File: src/rtl/stopwatch_pkg.sv
// Shared definitions for the BCD stopwatch/timer: state encoding, digit limit
// and the prescaler width helper.
package stopwatch_pkg;

    localparam logic [1:0] IDLE = 2'd0;
    localparam logic [1:0] RUN  = 2'd1;
    localparam logic [1:0] HOLD = 2'd2;
    localparam logic [1:0] DONE = 2'd3;

    typedef enum logic [1:0] {
        ST_IDLE = IDLE,
        ST_RUN  = RUN,
        ST_HOLD = HOLD,
        ST_DONE = DONE
    } state_t;

    localparam logic [3:0] BCD_MAX = 4'd9;

    // Number of bits needed to hold 0..value-1.
    function automatic int clog2(input int value);
        int w;
        w = 0;
        while ((64'd1 << w) < 64'(value)) begin
            w = w + 1;
        end
        return w;
    endfunction

endpackage

File: src/rtl/bcd_digit.sv
// One BCD digit of the counter chain. carry flags the digit sitting at the
// boundary for the current direction (9 when counting up, 0 when counting
// down), so the next digit steps together with this one.
module bcd_digit
    import stopwatch_pkg::*;
(
    input  logic       Clock,
    input  logic       Reset,
    input  logic       enable,
    input  logic       up,
    input  logic       load,
    input  logic [3:0] loadValue,
    output logic [3:0] digit,
    output logic       carry
);

    logic [3:0] r_digit;

    // Digit register: reset, saturating preload, then decimal step.
    // NOTE: non-blocking assignments in clocked blocks so every register samples pre-edge values.
    always_ff @(posedge Clock) begin
        if (Reset) begin
            r_digit <= 4'd0;
        end else if (load) begin
            r_digit <= (loadValue > BCD_MAX) ? BCD_MAX : loadValue;
        end else if (enable) begin
            if (up) begin
                r_digit <= (r_digit >= BCD_MAX) ? 4'd0 : r_digit + 4'd1;
            end else begin
                r_digit <= (r_digit == 4'd0) ? BCD_MAX : r_digit - 4'd1;
            end
        end
    end

    assign carry = up ? (r_digit == BCD_MAX) : (r_digit == 4'd0);
    assign digit = r_digit;

endmodule

File: src/rtl/stopwatch_timer.sv
// BCD stopwatch/countdown timer: prescaler, run/hold/done FSM, limit and
// wrap detection around a chain of bcd_digit instances.
module stopwatch_timer
    import stopwatch_pkg::*;
#(
    parameter int DIGITS   = 4,
    parameter int TICK_DIV = 524288,
    parameter int WRAP     = 0
) (
    input  logic                Clock,
    input  logic                Reset,
    input  logic                start,
    input  logic                paused,
    input  logic                countUp,
    input  logic                clear,
    input  logic                load,
    input  logic [4*DIGITS-1:0] loadValue,
    output logic [4*DIGITS-1:0] Count,
    output logic                running,
    output logic                tick,
    output logic                expired
);

    localparam int             PW         = (clog2(TICK_DIV) < 1) ? 1 : clog2(TICK_DIV);
    localparam logic [PW-1:0]  PRESC_LAST = PW'(TICK_DIV - 1);

    state_t              r_state;
    state_t              w_state_next;
    logic [PW-1:0]       r_presc;
    logic [PW-1:0]       w_presc_next;
    logic                r_tick;
    logic                r_expired;
    logic                r_running;
    logic                w_tick_next;
    logic                w_expired_next;
    logic                w_digit_en;
    logic                w_digit_load;
    logic [4*DIGITS-1:0] w_load_value;
    logic [DIGITS-1:0]   w_en;
    logic [DIGITS-1:0]   w_carry;
    logic                w_at_limit;
    logic                w_upper_bound;
    logic                w_near_limit;

    // Digit chain: each digit steps when all lower digits sit at their boundary.
    assign w_en[0]      = w_digit_en;
    assign w_digit_load = clear | load;
    assign w_load_value = clear ? '0 : loadValue;

    for (genvar gi = 0; gi < DIGITS; gi++) begin : g_digit
        if (gi > 0) begin : g_chain
            assign w_en[gi] = w_en[gi-1] & w_carry[gi-1];
        end
        bcd_digit u_digit (
            .Clock     (Clock),
            .Reset     (Reset),
            .enable    (w_en[gi]),
            .up        (countUp),
            .load      (w_digit_load),
            .loadValue (w_load_value[4*gi +: 4]),
            .digit     (Count[4*gi +: 4]),
            .carry     (w_carry[gi])
        );
    end

    // Limit detection: at_limit is the current value being all-zero/all-nines;
    // near_limit is one step short of it, so the coming step lands on it.
    always_comb begin
        w_upper_bound = 1'b1;
        for (int i = 1; i < DIGITS; i++) begin
            w_upper_bound = w_upper_bound & w_carry[i];
        end
        w_at_limit   = &w_carry;
        w_near_limit = w_upper_bound && (Count[3:0] == (countUp ? 4'd8 : 4'd1));
    end

    // Next state, prescaler and step decision in priority order.
    // NOTE: every output of this block is given a default first so no latch is inferred.
    always_comb begin
        w_state_next   = r_state;
        w_presc_next   = r_presc;
        w_tick_next    = 1'b0;
        w_expired_next = 1'b0;
        w_digit_en     = 1'b0;
        if (clear || load) begin
            w_state_next = ST_IDLE;
            w_presc_next = '0;
        end else if (start && (r_state == ST_IDLE || r_state == ST_DONE)) begin
            w_state_next = ST_RUN;
            w_presc_next = '0;
        end else if (r_state == ST_RUN || r_state == ST_HOLD) begin
            if (paused) begin
                w_state_next = ST_HOLD;
            end else begin
                // Leaving HOLD also advances, so a pause of N cycles costs exactly N.
                w_state_next = ST_RUN;
                if (r_presc == PRESC_LAST) begin
                    w_presc_next = '0;
                    w_tick_next  = 1'b1;
                    if (WRAP != 0) begin
                        w_digit_en     = 1'b1;
                        w_expired_next = w_at_limit;
                    end else if (w_at_limit) begin
                        w_expired_next = 1'b1;
                        w_state_next   = ST_DONE;
                    end else begin
                        w_digit_en = 1'b1;
                        if (w_near_limit) begin
                            w_expired_next = 1'b1;
                            w_state_next   = ST_DONE;
                        end
                    end
                end else begin
                    w_presc_next = r_presc + PW'(1);
                end
            end
        end
    end

    // State, prescaler and registered status flags.
    always_ff @(posedge Clock) begin
        if (Reset) begin
            r_state   <= ST_IDLE;
            r_presc   <= '0;
            r_tick    <= 1'b0;
            r_expired <= 1'b0;
            r_running <= 1'b0;
        end else begin
            r_state   <= w_state_next;
            r_presc   <= w_presc_next;
            r_tick    <= w_tick_next;
            r_expired <= w_expired_next;
            r_running <= (w_state_next == ST_RUN) || (w_state_next == ST_HOLD);
        end
    end

    assign running = r_running;
    assign tick    = r_tick;
    assign expired = r_expired;

endmodule

File: config.mk
export PLATFORM = sky130hd
export DESIGN_NAME = stopwatch_timer
export DESIGN_NICKNAME = d
export VERILOG_FILES = /design/src/rtl/stopwatch_pkg.sv /design/src/rtl/bcd_digit.sv /design/src/rtl/stopwatch_timer.sv
export SDC_FILE = /design/constraint.sdc
export NUM_CORES = 1
export LEC_CHECK = 0
export BUFFER_PORTS_ARGS = -buffer_cell sky130_fd_sc_hd__buf_4
export CELL_PAD_IN_SITES_DETAIL_PLACEMENT = 2
export CELL_PAD_IN_SITES_GLOBAL_PLACEMENT = 2
export CORE_UTILIZATION = 37
export CTS_CLUSTER_SIZE = 8
export DETAILED_ROUTE_END_ITERATION = 16
export PLACE_DENSITY_LB_ADDON = 0.2
export REMOVE_ABC_BUFFERS = 1
export SLEW_MARGIN = 20
export SYNTH_ARGS = -nofsm -noshare
export SYNTH_HDL_FRONTEND = slang
export SYNTH_SLANG_ARGS = --single-unit
export TNS_END_PERCENT = 30
File: constraint.sdc
create_clock -name Clock -period 4 [get_ports Clock]
set_input_delay 0.8 -clock Clock [delete_from_list [all_inputs] [get_ports Clock]]
set_output_delay 0.8 -clock Clock [all_outputs]
set_load 0.03 [all_outputs]
==> results.toml <==
[synth]
synth_area_leader_cell = "dfxtp_1"
synth_area_per_cell_sq_um = 7.92
synth_edf_count = 0
synth_top_area_share_pct = 26.3
yosysUniqueCellTypes = 68
ys.flop_type = "dfxtp_1"
ys_seq_area_share_pct = 26.3
synth-seq-cells = 40
synth_most_common_cell = "nor2_1"
yosys_warnings = 0
synthArstFlopShare_pct = 0
netlist_area_sq_um = 3040
synth_area_leaders = "dfxtp_1 (26%), nor2_1 (5.8%), ha_1 (5.3%)"
synth_common_cells = "nor2_1 (47), dfxtp_1 (40), nand2_1 (26)"
synthCells = 384

[setup_path]
start_kind = "flip-flop"
critPathMaxStageDelay_ns = 0.56
slowest_stage = "dfxtp_1"
ff2ff_setup_slack_ns = 1.59
required_ns = 4.23
worstPathMaxFanout = 10
path_class = "flip-flop to flip-flop"
cp_top_family = "simple AND/OR/NAND/NOR gates"
path_buf_inv = 1
worstSetupEndpointType = "flip-flop"
crit_chain = "inv_1, ha_1, nor4b_2, o221ai_2, nand4_1, and2_1, o21ai_1"
critical_path_arrival_ns = 2.65

[route]
routedWlPerCell_um = 18.7
via_count = 3066
detail-route-antenna-nets = 0
dr.pass1.iters = 4
wl_um = 9690
vias_per_cell = 5.93
initialDrtViolationCount = 165
route.detailed.drc = 0

[cells_and_area]
drive_above_1_share_pct = 17.8
syn_to_final_growth_pct = 14.7
regArea_sq_um = 801
nFillCells = 923
multiInputGateArea_sq_um = 2050
layoutNonFillerInstCount = 517
nets = 450
antennaDiodeCount = 0

[power]
pwr-share-seq_pct = 46.9
intPower_w = 0.000621
ir_drop_v = 0.000126
leakage_nw = 1.30
p_clk_share_pct = 33.0
power.switching_w = 0.000289
swShare_pct = 31.8
pwr-share-comb_pct = 20.1
p_total_w = 0.000910
power_density_nw_per_um2 = 261

[timing]
setup-violations-final = 0
fin_crit_sh_pct = 60.4
skew_ns = 0.00456
timing.fmax_mhz = 414
tightest_slew_ns = 0.659
slew_violations = 0
setup_ws_ns = 1.59
fin_crit_ns = 2.41
fin_tns_setup_ns = 0
rsz0062_at_grt = "false"
hold_viol = 0
maxSlewHeadroom_pct = 55.7

[global_routing]
grt-ovfl-total = 0
antenna_found_initial = 0
grt_pass1_wl_um = 16200
grt_pass1_vias = 3285
track_usage_pct = 23.6
grt_max_degree = 41

[clocking]
clockBufferDepth = 2
numClockSinks = 40
clock_latency_ns = 0.30
cts.clk_slew.worst_paths_ns = 0.08
ctsResizeCount = 0
cts_root_buf = "clkbuf_8"
h-tree-depth = 2
numCtsBuffers = 5
cts_tree = "yes"
cts_hold_buf = 0
cts_setup_buffers = 0

[placed_design]
dp.cells = 509
dp_hpwl_um = 7190
portBuffers = 41
gp_congestion = 0.825
pre_cts_slack_ns = 1.34

[job]
cap_viol_max_count = 0

[die]
die_y_um = 92.7
die_w_um = 92.7
ios = 42
std_cell_rows = 32
initial_core_util_pct = 38.7
core_area_sq_um = 7850
dieArea_sq_um = 8580

[worst_hold_path]
hold_path.class = "flip-flop to flip-flop"

[status]
outcome = "complete, no violations"
## registers in the layout, indices dropped and copies added (netlist names)
register,cells
g_digit.u_digit.digit,16
running,1
expired,1
r_presc,19
tick,1
r_state,2
## placed cells by master (no fill, tap or decap), types with 4 or more instances in the layout
cell type / count
nor2_1: 47
buf_4: 42
dfxtp_1: 40
nand2_1: 26
o21ai_0: 24
inv_1: 23
nand3_1: 16
a21oi_1: 16
ha_1: 13
xor2_1: 11
mux2i_1: 10
nand4_1: 9
nor3_1: 7
o211ai_1: 7
a31oi_1: 7
nand2b_1: 7
and3_1: 6
a211oi_1: 6
clkbuf_8: 6
nand4b_1: 5
o21a_1: 5
xnor2_1: 5
nor4_1: 4
nor2b_1: 4
a311oi_1: 4
## per-stage QoR
step | hold WS (ns) | util [%] | instance area (sq um)
after floorplan | 0.462 | - | 2950
after global placement | 0.482 | 43.2 | 3390
after detailed placement | 0.504 | 43.2 | 3390
after CTS | 0.517 | 44.4 | 3490
after global routing | 0.553 | 44.4 | 3490
final | 0.514 | 44.4 | 3490
## metal layers
| layer | vias to the layer above | track usage (%) | share of wire (%) |
|---|---|---|---|
| met5 | - | 0 | 0 |
| met1 | 1551 | 28.1 | 45 |
| met2 | 42 | 44.4 | 51 |
| met3 | 12 | 3.04 | 2.2 |
| met4 | 0 | 6.15 | 1.4 |
| li1 | 1461 | - | - |
## power groups by stage
stage	clock, W	sequential (W)	combinational (W)
after floorplan	0	0.000444	0.0000945
after global placement	0	0.000435	0.000177
after detailed placement	0	0.000436	0.000182
after CTS	0.000313	0.000426	0.000184
after global routing	0.000325	0.000429	0.000200
final	0.000300	0.000427	0.000183
## kinds of logic (layout without fill, tap and decap cells)
family,count (synthesis),count (layout),share of synthesized area [%]
compound gates,99,99,22.9
xor+xnor,17,17,5.14
fa+ha+maj,13,13,5.35
buf+inv,43,74,6.09
flops,40,40,26.3
mux,13,13,5.02
simple gates,159,159,29.2
## worst register-to-register path, delay by kind of cell (launching register included)
family                   cells  cell delay [ns]
AO/OA/AOI/OAI                2             0.50
adder cells (fa/ha/maj)      1             0.32
buffers and inverters        1             0.09
flip-flops                   1             0.56
AND/OR/NAND/NOR              3             0.90
## cell type report
type                       instances  area share, %
inverter                          24           2.58
multi-input combinational        301           58.9
timing repair buffer              42           9.05
clock buffer                       6           2.37
clock inverter                     2          0.431
sequential                        40           23.0
tap                              102           3.66
## path summary, 6_finish.rpt
path	depth (start not counted)	to	startpoint
setup / recovery	7	g_digit[2].u_digit.digit[2]	g_digit[3].u_digit.digit[0]
hold reg to reg	2	r_presc[1]	r_presc[1]
hold / removal	2	r_presc[1]	r_presc[1]
setup reg to reg	7	g_digit[2].u_digit.digit[2]	g_digit[3].u_digit.digit[0]
Note: power is estimated with default switching activity, not from simulation.
